==> config.mk <==
export PLATFORM = sky130hd
export DESIGN_NAME = tff_toggle_rx
export DESIGN_NICKNAME = d
export VERILOG_FILES = /design/src/rtl/tff_toggle_rx.sv
export SDC_FILE = /design/constraint.sdc
export NUM_CORES = 1
export LEC_CHECK = 0
export ABC_AREA = 0
export BUFFER_PORTS_ARGS = -buffer_cell sky130_fd_sc_hd__buf_4
export CORE_MARGIN = 1
export CORE_UTILIZATION = 40
export DETAILED_ROUTE_END_ITERATION = 10
export PLACE_DENSITY = 0.67
export SYNTH_ARGS = -nofsm -noshare
export SYNTH_HDL_FRONTEND = slang
export SYNTH_SLANG_ARGS = --single-unit
==> constraint.sdc <==
create_clock -name clk -period 2.4 [get_ports clk]
set_clock_uncertainty 0.2 [all_clocks]
set_input_delay 0.12 -clock clk [delete_from_list [all_inputs] [get_ports clk]]
set_output_delay 0.12 -clock clk [all_outputs]
set_load 0.01 [all_outputs]
==> src/rtl/tff_toggle_rx.sv <==
`default_nettype none
// ============================================================================
// Module   : tff_toggle_rx
// Purpose  : Recovers one event per level change of a TFF toggle line, buffers
//            events for a valid/ready consumer and returns an ack toggle.
// Revision : 1.0 - initial release
// ============================================================================
module tff_toggle_rx #(
  parameter int SYNC_STAGES = 2,
  parameter int PEND_W      = 4,
  parameter int CNT_W       = 16
) (
  input  logic              clk,
  input  logic              reset,
  input  logic              tog_in,
  output logic              event_valid,
  input  logic              event_ready,
  output logic [PEND_W-1:0] pending,
  output logic              ack_tog,
  output logic              ovf,
  output logic [CNT_W-1:0]  event_cnt
);

  localparam logic [PEND_W-1:0] c_pend_max = {PEND_W{1'b1}};

  logic [SYNC_STAGES-1:0] r_sync;
  logic                   r_prev;
  logic [PEND_W-1:0]      r_pending;
  logic                   r_ack_tog;
  logic                   r_ovf;
  logic [CNT_W-1:0]       r_event_cnt;

  logic w_s_out;
  logic w_push;
  logic w_pop;

  assign w_s_out = r_sync[SYNC_STAGES-1];
  assign w_push  = w_s_out ^ r_prev;
  assign w_pop   = event_valid & event_ready;

  // Synchroniser chain plus edge history; tog_in may be asynchronous to clk.
  always_ff @(posedge clk) begin
    if (reset) begin
      r_sync <= '0;
      r_prev <= 1'b0;
    end else begin
      r_sync <= {r_sync[SYNC_STAGES-2:0], tog_in};
      r_prev <= w_s_out;
    end
  end

  always_ff @(posedge clk) begin
    if (reset) begin
      r_pending   <= '0;
      r_ack_tog   <= 1'b0;
      r_ovf       <= 1'b0;
      r_event_cnt <= '0;
    end else begin
      if (w_push) begin
        r_event_cnt <= r_event_cnt + 1'b1;
      end
      if (w_pop) begin
        r_ack_tog <= ~r_ack_tog;
      end
      // Simultaneous push and pop cancel, so a full buffer never flags ovf then.
      if (w_push && !w_pop) begin
        if (r_pending == c_pend_max) begin
          r_ovf <= 1'b1;
        end else begin
          r_pending <= r_pending + 1'b1;
        end
      end else if (w_pop && !w_push) begin
        r_pending <= r_pending - 1'b1;
      end
    end
  end

  assign event_valid = (r_pending != '0);
  assign pending     = r_pending;
  assign ack_tog     = r_ack_tog;
  assign ovf         = r_ovf;
  assign event_cnt   = r_event_cnt;

endmodule
`default_nettype wire
==> summary.md, run 1 <==
| Metric | Value |
|---|---|
| Status | complete, no violations |
| Max-cap violations | 0 |
| Post-DP HPWL | 1733 µm |
| Slew HR | 72.48% |
| Vias | 1048 |
| Largest family of logic cells by synthesized area | simple AND/OR/NAND/NOR gates |
| TritonCTS clock tree | built |
| P&R area growth vs syn | 27.11% |
| Synth Net Count | 139 |
| Later-pin clock latency in the skew report | 0.31 ns |
| TritonCTS Buffers | 3 |
| Most common cell after layout, fill and taps aside | buf_4 |
| Setup crit start kind | flip-flop |
| Routed Wire Length | 2434 µm |
| Max-slew violation count | 0 |
| Row cnt | 19 |
| Flip-flop and latch count after synthesis | 25 |
| CORE AREA | 2758 µm² |
| Cells after DPL | 185 |
| Commonest non-fill, non-tap cells in the layout | 32 x buf_4, 24 x dfxtp_1, 13 x nor2_1 |
| Synth area leader | dfxtp_1 |
| Largest net degree at the start of global routing | 29 |
| Slew @ Worst Pin | 0.4113 ns |
| Worst Path Required | 2.43 ns |
| Initial DRC Count | 17 |
| Top post-synthesis cells by area | dfxtp_1 43%, xor2_1 6.7%, nor2_1 4.2%, ha_1 3.2%, a21oi_1 3.0% |
| Setup violations, final | 0 |
| Kind of critical path | reg -> reg |
| First-pass GRT wire length | 4112 µm |
| Cell Area, Placed | 1409 µm² |
| Sink Count | 25 |
| Worst Setup Slack, final | 0.1173 ns |
| Die width | 56.14 µm |
| DRT antenna net count | 0 |
| Adder-cell area share of the yosys netlist | 4.909% |
| Setup WS pre-CTS | -0.03284 ns |
| Pwr Density | 760.0 nW/µm² |
| Final core utilization | 54.04% |
| I/O pins | 27 |
| Antenna violations before repair | 0 |
| Cell count after synthesis | 131 |
| Grt total ovfl | 0 |
| Minimum clock period | 2.283 ns |
| Worst min path class | in -> reg |
| Root Driver | clkbuf_4 |
| Avg Inst Size Synth | 8.949 µm² |
| Synth Area in XOR/XNOR | 9.712% |
| Final Cell Area | 1490 µm² |
| Fin crit share | 95.11% |
| CP Max Fanout | 5 |
| Post-Layout Cell Count | 194 |
| Die Ht | 56.14 µm |
| Ys flop type | dfxtp_1 |
| Routability congestion estimate from global placement | 0.7978 |
| N_diodes | 0 |
| Post-synthesis cell area | 1172 µm² |
| Clock transition at path regs | 0.13 ns |
| Layout cells sized above 1 | 24.54% |
| Post-synthesis simple-gate area fraction | 26.47% |
| Fmax | 438.1 MHz |
| CP arrival | 2.31 ns |
| Fraction of registers with async set or reset after synthesis | 0% |
| Vias in the first global route | 958 |
| Fill count | 259 |
| Number of port buffers | 26 |
| Leakage | 0.5932 nW |
| Yosys warns | 0 |
| Drt wl/cell | 12.55 µm |
| GR Util All Layers | 16.26% |
| Vias per inst | 5.402 |
| # DRC | 0 |
| Yosys top cell area share | 42.69% |
| Maximum vdd ir drop | 0.0004489 V |
| Post-synth EDFFs | 0 |
| Area fraction in compound gates after synthesis | 12.38% |
| TNS Setup | 0 ns |
| Layout Nets | 172 |
| H-Tree Level Count | 1 |
| Die footprint | 3152 µm² |
| Initial Util | 42.51% |
| Mux cell area share after synthesis | 0.8538% |
| Synth cell types | 35 |
| Final hold violation count | 0 |
| DRT Pass-1 Iters | 4 |
| Post-synthesis sequential area ratio | 42.69% |
| Deepest clock path buffer count | 2 |
| RSZ-0062 raised after global routing | no |
| Crit. End Element | flip-flop |
synthesized netlist by cell type, types with 2 or more instances:
| cell type | instances |
|---|---|
| inv_1 | 2 |
| nor3_1 | 3 |
| dfxtp_1 | 25 |
| nand2_1 | 8 |
| and3_1 | 2 |
| xor2_1 | 9 |
| a21oi_1 | 7 |
| xnor2_1 | 4 |
| nor2_1 | 13 |
| or4_1 | 3 |
| o21ai_0 | 7 |
| ha_1 | 3 |
| or3_1 | 5 |
| nand3_1 | 5 |
| nor3b_1 | 2 |
| clkbuf_1 | 5 |
| and4_1 | 3 |
| nor2b_1 | 4 |
| nand4_1 | 5 |
layout make-up:
| type | count | area (µm²) | share of cell area (%) |
|---|---|---|---|
| well taps | 31 | 38.79 | 2.603 |
| flip-flops and latches | 25 | 501.7 | 33.67 |
| clock buffers | 4 | 26.28 | 1.763 |
| inverters | 2 | 7.507 | 0.5038 |
| multi-input cells | 97 | 645.6 | 43.32 |
| repair buffers | 35 | 270.3 | 18.14 |
state kept, by name, indices dropped and copies added, names as in the netlist:
name,count
ovf,1
ack_tog,1
r_sync,2
pending,4
r_prev,1
event_cnt,16
worst max-delay path, stage by stage, from the launching register on:
cell and delay [ns]:
dfxtp_1 0.35, o41ai_2 0.40, nand2_2 0.15, ha_1 0.30
a21o_1 0.22, a2111oi_2 0.37, mux2i_1 0.13, o311ai_1 0.08
power breakdown:
part	internal, mW	leakage [nW]	switching [mW]
clock	0.0650	0.0150	0.120
sequential	0.454	0.203	0.0403
combinational	0.230	0.375	0.223
layer usage:
metal  GRT usage (%)  routed length, µm  vias to the layer above
met5               0                  0                        -
met4           3.833                 15                        0
met3           4.186                 76                        2
met2           27.21               1212                       12
met1           20.96               1129                      499
li1                -                  -                      535
metrics by stage:
| stage | total power, mW | hold WS, ns |
|---|---|---|
| 6_report | 1.132 | 0.06519 |
| 5_1_grt | 1.211 | 0.07195 |
| 4_1_cts | 1.119 | 0.05860 |
| 3_5_place_dp | 0.9228 | 0.1461 |
| 3_3_place_gp | 0.9068 | 0.1304 |
| 2_1_floorplan | 0.7541 | 0.04818 |
worst paths after layout:
path | startpoint | to | slack, ns | cells after the start
setup / recovery | pending[1] | pending[3] | 0.12 | 7
hold / removal | event_ready | ack_tog | 0.07 | 5
setup reg to reg | pending[1] | pending[3] | 0.12 | 7
hold reg to reg | r_sync[0] | r_sync[1] | 0.25 | 1
logic make-up after synthesis:
kind of cell             Yosys count
AO/OA/AOI/OAI                     22
XOR/XNOR                          13
adder cells (fa/ha/maj)            4
buffers and inverters              9
flip-flops                        25
multiplexers                       1
AND/OR/NAND/NOR                   57
what timing repair did:
| item | 4_1_cts | 5_1_grt |
|---|---|---|
| setup buffers | 0 | 2 |
| hold endpoints to repair | 23 | 0 |
| pin swaps | 1 | 2 |
| hold buffers | 3 | 0 |
| resized for setup | 2 | 2 |
| setup endpoints to repair | 1 | 1 |
| cloned | 0 | 0 |
(Power assumes the default switching activity.)
==> inputs of run 2 (changes only) <==
- ABC_AREA: 0 -> 1
- BUFFER_PORTS_ARGS: -buffer_cell sky130_fd_sc_hd__buf_4 -> -buffer_cell sky130_fd_sc_hd__buf_2
- PLACE_DENSITY: 0.67 -> 0.66
==> run 2 against run 1 <==
Net effect:
- synthesized area up 10%
- flip-flop and latch count unchanged
- worst setup slack better by 0.25 ns
- clock power about the same
- power down 6.2%
- die area up 9.7%
- register-to-register slack better by 0.25 ns
- synthesized cell count up 33%
- wire length down 3.2%
- final cell count up 28%
- maximum frequency up 12%
- critical endpoint unchanged
==> summary.md, run 2 <==
| Metric | Value |
|---|---|
| Die Ht | 58.79 µm (was 56.14 µm) |
| Row cnt | 20 (was 19) |
| Post-Layout Cell Count | 249 (was 194) |
| Max FFs per register | 16 (unchanged) |
| Reg-to-Reg End | pending[3] (unchanged) |
| Hold_buf cts | 4 (was 3) |
| Vias per inst | 4.570 (was 5.402) |
| Cells after DPL | 241 (was 185) |
| Post-synth EDFFs | 0 (unchanged) |
| Slew HR | 64.33% (was 72.48%) |
| Final Cell Area | 1520 µm² (was 1490 µm²) |
| Worst hold path stage count | 2 (was 5) |
| Overall Power | 1.063 mW (was 1.132 mW) |
| TritonCTS Buffers | 3 (unchanged) |
| Slew @ Worst Pin | 0.5344 ns (was 0.4113 ns) |
| Post-DP HPWL | 1719 µm (was 1733 µm) |
| Initial DRC Count | 81 (was 17) |
| TNS Setup | 0 ns (unchanged) |
| Synth Net Count | 182 (was 139) |
| Synth area leader | dfxtp_1 (unchanged) |
| Fraction of registers with async set or reset after synthesis | 0% (unchanged) |
| Routed Wire Length | 2357 µm (was 2434 µm) |
| CP Max Fanout | 7 (was 5) |
| Max stage delay cell, worst path | dfxtp_1 (was o41ai_2) |
| Grt total ovfl | 0 (unchanged) |
| Antenna violations before repair | 0 (unchanged) |
| Largest net degree at the start of global routing | 18 (was 29) |
| CP Launch Point | pending[0] (was pending[1]) |
| R2r setup slk | 0.37 ns (was 0.12 ns) |
| DRT antenna net count | 0 (unchanged) |
| First-pass GRT wire length | 4305 µm (was 4112 µm) |
| Worst Path Required | 2.43 ns (about the same) |
| CORE AREA | 3053 µm² (was 2758 µm²) |
| Worst min path class | reg -> reg (was in -> reg) |
| Drt wl/cell | 9.466 µm (was 12.55 µm) |
| Hold EP | r_sync[1] (was ack_tog) |
| Setup crit start kind | flip-flop (unchanged) |
| P&R area growth vs syn | 17.85% (was 27.11%) |
| Top post-synthesis cells by area | dfxtp_1 39%, nand2_1 8.7%, nor2_1 8.1%, inv_1 5.5%, a21oi_1 4.3% (was dfxtp_1 43%, xor2_1 6.7%, nor2_1 4.2%, ha_1 3.2%, a21oi_1 3.0%) |
| Vias | 1138 (was 1048) |
| Initial Util | 42.25% (was 42.51%) |
| Layout cells sized above 1 | 25.37% (was 24.54%) |
| Fin crit share | 84.70% (was 95.11%) |
| Ys flop type | dfxtp_1 (unchanged) |
| Pwr Density | 699.0 nW/µm² (was 760.0 nW/µm²) |
| Cell Area, Placed | 1454 µm² (was 1409 µm²) |
| CP arrival | 2.06 ns (was 2.31 ns) |
| R2r startpoint | pending[0] (was pending[1]) |
| Sink Count | 25 (unchanged) |
| Top delay family on crit path | simple AND/OR/NAND/NOR gates (was compound AO/OA/AOI/OAI gates) |
| Avg Inst Size Synth | 7.414 µm² (was 8.949 µm²) |
| Routability congestion estimate from global placement | 0.7934 (was 0.7978) |
| Number of port buffers | 26 (unchanged) |
| Setup WS pre-CTS | 0.3922 ns (was -0.03284 ns) |
| Setup Fix Bufs, Post-CTS | 0 (unchanged) |
| Status | complete, no violations (unchanged) |
| Final hold violation count | 0 (unchanged) |
| Cell count after synthesis | 174 (was 131) |
| N_diodes | 0 (unchanged) |
| Die width | 58.79 µm (was 56.14 µm) |
| Most common cell after layout, fill and taps aside | nand2_1 (was buf_4) |
| Synth cell count leaders | 30 x nand2_1, 28 x nor2_1, 25 x dfxtp_1 (was 25 x dfxtp_1, 13 x nor2_1, 9 x xor2_1) |
| Worst-case reg-to-reg path depth | 13 (was 7) |
| Worst Setup Slack, final | 0.3671 ns (was 0.1173 ns) |
| Post-CTS Resized | 0 (was 2) |
| Commonest non-fill, non-tap cells in the layout | 30 x nand2_1, 28 x nor2_1, 26 x buf_2 (was 32 x buf_4, 24 x dfxtp_1, 13 x nor2_1) |
| Root Driver | clkbuf_4 (unchanged) |
| Count leader, synth | nand2_1 (was dfxtp_1) |
| Min Hold Slack | 0.2125 ns (was 0.06519 ns) |
| Crit. End Element | flip-flop (unchanged) |
| Deepest clock path buffer count | 2 (unchanged) |
| Minimum clock period | 2.033 ns (was 2.283 ns) |
| # DRC | 0 (unchanged) |
| Max-slew violation count | 0 (unchanged) |
| RSZ-0062 raised after global routing | no (unchanged) |
| Die footprint | 3456 µm² (was 3152 µm²) |
| HP Start | r_sync[0] (was event_ready) |
| Setup violations, final | 0 (unchanged) |
| Post-synthesis sequential area ratio | 38.80% (was 42.69%) |
| Leakage | 0.6861 nW (was 0.5932 nW) |
| Kind of critical path | reg -> reg (unchanged) |
| Worst path buffer plus inverter count | 0 (unchanged) |
| Fmax | 491.9 MHz (was 438.1 MHz) |
| TritonCTS clock tree | built (unchanged) |
| Cell repeated most along the worst path | nor2_1 |
| H-Tree Level Count | 1 (unchanged) |
| Yosys warns | 0 (unchanged) |
| I/O pins | 27 (unchanged) |
| DRT Pass-1 Iters | 4 (unchanged) |
| Synth cell types | 24 (was 35) |
| Layout Nets | 214 (was 172) |
| Max-cap violations | 0 (unchanged) |
| Final core utilization | 49.80% (was 54.04%) |
| Yosys top cell area share | 38.80% (was 42.69%) |
| Flip-flop and latch count after synthesis | 25 (unchanged) |
| Critical path cell sequence | nor2_2, nand2_2, nand2_2, nand2_2, ha_1, nand2_1, nand2_1, nor2_1, nand3_1, nand2_1, nor2_1, nor2_1, nor2_1 (was o41ai_2, nand2_2, ha_1, a21o_1, a2111oi_2, mux2i_1, o311ai_1) |
| GR Util All Layers | 16.03% (was 16.26%) |
| Peak per-stage delay on the critical path | 0.40 ns (about the same) |
| Post-synthesis cell area | 1290 µm² (was 1172 µm²) |
| Maximum vdd ir drop | 0.0003262 V (was 0.0004489 V) |
| Vias in the first global route | 988 (was 958) |
| Later-pin clock latency in the skew report | 0.31 ns (about the same) |
| Clock transition at path regs | 0.13 ns (about the same) |
-- run 2: cell count changes after synthesis, moves of 5 or more --
cell,previous run,this run
or3_1,5,0
nand3_1,5,11
xor2_1,9,2
nand2_1,8,30
inv_1,2,19
clkbuf_1,5,0
nor2_1,13,28
nand2_2,0,6
-- run 2: cells by family (layout without fill, tap and decap cells) --
| group | count (synthesis) | count (layout) | share of synthesized area (%) |
|---|---|---|---|
| adder cells (fa/ha/maj) | 4 | 4 | 4.462 |
| XOR/XNOR | 2 | 2 | 1.358 |
| flip-flops | 25 | 25 | 38.80 |
| AO/OA/AOI/OAI | 24 | 24 | 9.699 |
| buffers and inverters | 24 | 55 | 7.760 |
| AND/OR/NAND/NOR | 95 | 95 | 37.92 |
-- run 2: cell type report --
cell class | instances | area, µm²
multi-input combinational | 125 | 689.4
clock buffer | 4 | 26.28
fill | 308 | 1533
tap | 44 | 55.05
sequential | 25 | 500.5
inverter | 21 | 78.83
timing repair buffer | 30 | 170.2
-- run 2: where the power goes --
group	internal (mW)	leakage, nW	switching, mW	total, mW
clock network	0.0650	0.0150	0.119	0.184
registers	0.456	0.203	0.0529	0.509
logic	0.153	0.468	0.217	0.370
total	0.674	0.686	0.389	1.06
-- run 2: worst max-delay path by stage --
| stage | to | slack, ns | depth (start not counted) |
|---|---|---|---|
| after floorplan | pending[3] | 0.44 | 13 |
| after global placement | pending[3] | 0.42 | 13 |
| after detailed placement | pending[3] | 0.39 | 13 |
| after CTS | pending[3] | 0.37 | 13 |
| after global routing | pending[3] | 0.14 | 13 |
| final | pending[3] | 0.37 | 13 |
-- run 2: metal layers --
metal / up-vias / share of wire, % / GRT usage, %
met5: - / 0 / 0
met2: 17 / 43 / 24.84
li1: 625 / - / -
met4: 0 / 0.81 / 5.102
met1: 494 / 53 / 21.89
met3: 2 / 3.1 / 3.956
-- run 2: worst reg2reg max path, stage by stage, from the launching register on --
cell and delay, ns:
dfxtp_1 0.40, nor2_2 0.14, nand2_2 0.08, nand2_2 0.11, nand2_2 0.11, ha_1 0.33
nand2_1 0.11, nand2_1 0.05, nor2_1 0.10, nand3_1 0.09, nand2_1 0.08, nor2_1 0.04
nor2_1 0.07, nor2_1 0.05
==> inputs of run 3 (changes only) <==
- clock period: 2.4 -> 1.65 ns (I/O delays scaled with it)
==> run 3 against run 2 <==
Net effect:
- the run now ends with hold timing, setup timing left
- core utilization is 7.2 points higher
- combinational power grew to 2.5 times the previous value
- register-to-register slack worse by 0.51 ns
- flip-flop and latch count stayed put
- first-iteration DRC count is 35% lower
- largest power group is now combinational logic
==> summary.md, run 3 (synthesis results as in run 2) <==
| Metric | Value |
|---|---|
| Sequential share of power | 37.8% (was 47.9%) |
| Vias in the first global route | 1100 (was 988) |
| N_diodes | 0 (unchanged) |
| Maximum vdd ir drop | 0.0006123 V (was 0.0003262 V) |
| Switching Power | 0.7135 mW (was 0.3887 mW) |
| Die width | 58.79 µm (unchanged) |
| TritonCTS clock tree | built (unchanged) |
| Int Pwr | 1.227 mW (was 0.6740 mW) |
| Deepest clock path buffer count | 2 (unchanged) |
| Setup crit start kind | flip-flop (unchanged) |
| DRT Pass-1 Iters | 4 (unchanged) |
| Layout cells sized above 1 | 40.00% (was 25.37%) |
| Die footprint | 3456 µm² (unchanged) |
| CP arrival | 1.84 ns (was 2.06 ns) |
| Layout Nets | 229 (was 214) |
| GR Util All Layers | 17.90% (was 16.03%) |
| Worst min path class | in -> reg (was reg -> reg) |
| Min Hold Slack | -0.001965 ns (was 0.2125 ns) |
| I/O pins | 27 (unchanged) |
| TritonCTS Buffers | 3 (unchanged) |
| Grt total ovfl | 0 (unchanged) |
| Max-slew violation count | 0 (unchanged) |
| # DRC | 0 (unchanged) |
| Clock transition at path regs | 0.14 ns (was 0.13 ns) |
| Slew HR | 64.62% (was 64.33%) |
| H-Tree Level Count | 1 (unchanged) |
| Register area | 514.2 µm² (was 500.5 µm²) |
| Number of port buffers | 26 (unchanged) |
| Clock share of power | 13.9% (was 17.3%) |
| CP Max Fanout | 3 (was 7) |
| Slew @ Worst Pin | 0.5301 ns (was 0.5344 ns) |
| CP Launch Point | pending[2] (was pending[0]) |
| Root Driver | clkbuf_4 (unchanged) |
| Most common cell after layout, fill and taps aside | nand2_1 (unchanged) |
| Fmax | 557.6 MHz (was 491.9 MHz) |
| P&R area growth vs syn | 34.82% (was 17.85%) |
| Kind of critical path | reg -> reg (unchanged) |
| Final hold violation count | 1 (was 0) |
| Comb pwr share | 48.3% (was 34.8%) |
| Fill count | 315 (was 308) |
| Sw frac | 36.77% (was 36.58%) |
| Leakage | 0.7787 nW (was 0.6861 nW) |
| Vias per inst | 4.659 (was 4.570) |
| Routability congestion estimate from global placement | 0.8303 (was 0.7934) |
| Crit. End Element | flip-flop (unchanged) |
| Max-cap violations | 0 (unchanged) |
| HP Start | event_ready (was r_sync[0]) |
| Cell Area, Placed | 1592 µm² (was 1454 µm²) |
| Post-DP HPWL | 2050 µm (was 1719 µm) |
| Antenna violations before repair | 0 (unchanged) |
| TNS Setup | -0.3461 ns (was 0 ns) |
| RSZ-0062 raised after global routing | yes (was no) |
| Die Ht | 58.79 µm (unchanged) |
| Status | complete, but fails checks (was complete, no violations) |
| Overall Power | 1.940 mW (was 1.063 mW) |
| Vias | 1230 (was 1138) |
| First-pass GRT wire length | 4747 µm (was 4305 µm) |
| Fin crit share | 108.7% (was 84.70%) |
| Sink Count | 25 (unchanged) |
| DRT antenna net count | 0 (unchanged) |
| Minimum clock period | 1.793 ns (was 2.033 ns) |
| R2r startpoint | pending[2] (was pending[0]) |
| Setup violations, final | 3 (was 0) |
| Initial DRC Count | 53 (was 81) |
| Row cnt | 20 (unchanged) |
| Worst Setup Slack, final | -0.1434 ns (was 0.3671 ns) |
| Worst Path Required | 1.70 ns (was 2.43 ns) |
| Violated checks | hold timing, setup timing |
| Commonest non-fill, non-tap cells in the layout | 27 x nand2_1, 26 x buf_2, 25 x nor2_1 (was 30 x nand2_1, 28 x nor2_1, 26 x buf_2) |
| Later-pin clock latency in the skew report | 0.31 ns (about the same) |
| Max FFs per register | 16 (unchanged) |
| Initial Util | 42.25% (unchanged) |
| Routed Wire Length | 2864 µm (was 2357 µm) |
| Setup WS pre-CTS | -0.1615 ns (was 0.3922 ns) |
| CORE AREA | 3053 µm² (unchanged) |
| Multi-input logic area | 778.2 µm² (was 689.4 µm²) |
| Final Cell Area | 1739 µm² (was 1520 µm²) |
| Drt wl/cell | 10.85 µm (was 9.466 µm) |
| Pwr Density | 1116 nW/µm² (was 699.0 nW/µm²) |
| Largest net degree at the start of global routing | 18 (unchanged) |
## run 3: cell count changes in the layout (fill, tap and decap cells not counted), sizes merged
cell / change
dlygate4sd3: -1
buf: +16
## run 3: layout make-up
type                       instances  area share [%]
clock buffer                       4           1.511
inverter                          21           4.676
multi-input combinational        125           44.75
sequential                        25           29.57
tap                               44           3.165
timing repair buffer              45           16.33
## run 3: metal layers
layer	GRT usage, %	wire, µm	vias up
li1	-	-	647
met1	24.01	1334	552
met2	28.73	1388	27
met3	2.637	106	4
met4	7.483	35	0
met5	0	0	-
## run 3: power by group through the flow
| stage | combinational [mW] | clock [mW] | sequential (mW) |
|---|---|---|---|
| after global placement | 0.779 | 0 | 0.725 |
| after detailed placement | 0.808 | 0 | 0.728 |
| after global routing | 1.03 | 0.309 | 0.742 |
| after floorplan | 0.421 | 0 | 0.805 |
| after CTS | 0.871 | 0.280 | 0.722 |
| final | 0.937 | 0.270 | 0.734 |
## run 3: path summary, 6_finish.rpt
check / depth (start not counted) / slack (ns) / to
worst max-delay path: 9 / -0.14 / pending[2]
worst min-delay path: 4 / -0.002 / pending[0]
worst max register to register: 9 / -0.14 / pending[2]
worst min register to register: 2 / 0.22 / r_sync[1]
## run 3: what timing repair did
| item | 4_1_cts | 5_1_grt |
|---|---|---|
| hold buffers | 3 | 0 |
| cloned | 0 | 0 |
| endpoints found under the setup margin | 3 | 10 |
| endpoints found under the hold margin | 9 | 0 |
| setup buffers | 2 | 2 |
| pin swaps | 12 | 12 |
| gates resized for setup | 5 | 13 |
## run 3: through the flow
| step | std cells | hold slack (ns) | util (%) |
|---|---|---|---|
| after floorplan | 174 | -0.01053 | - |
| after global placement | 253 | 0.08214 | 52.13 |
| after detailed placement | 253 | 0.08833 | 52.13 |
| after CTS | 262 | -0.01734 | 55.08 |
| after global routing | 264 | 0.009796 | 56.97 |
| final | 264 | -0.001965 | 56.97 |
## run 3: worst max-delay path: stages, from the launching register on
cell,delay [ns]
dfxtp_2,0.36
nor2_4,0.11
nand2_2,0.08
nand2_4,0.08
nand2_4,0.07
buf_4,0.15
fa_2,0.33
xor2_1,0.15
nand2_1,0.09
a21oi_2,0.12
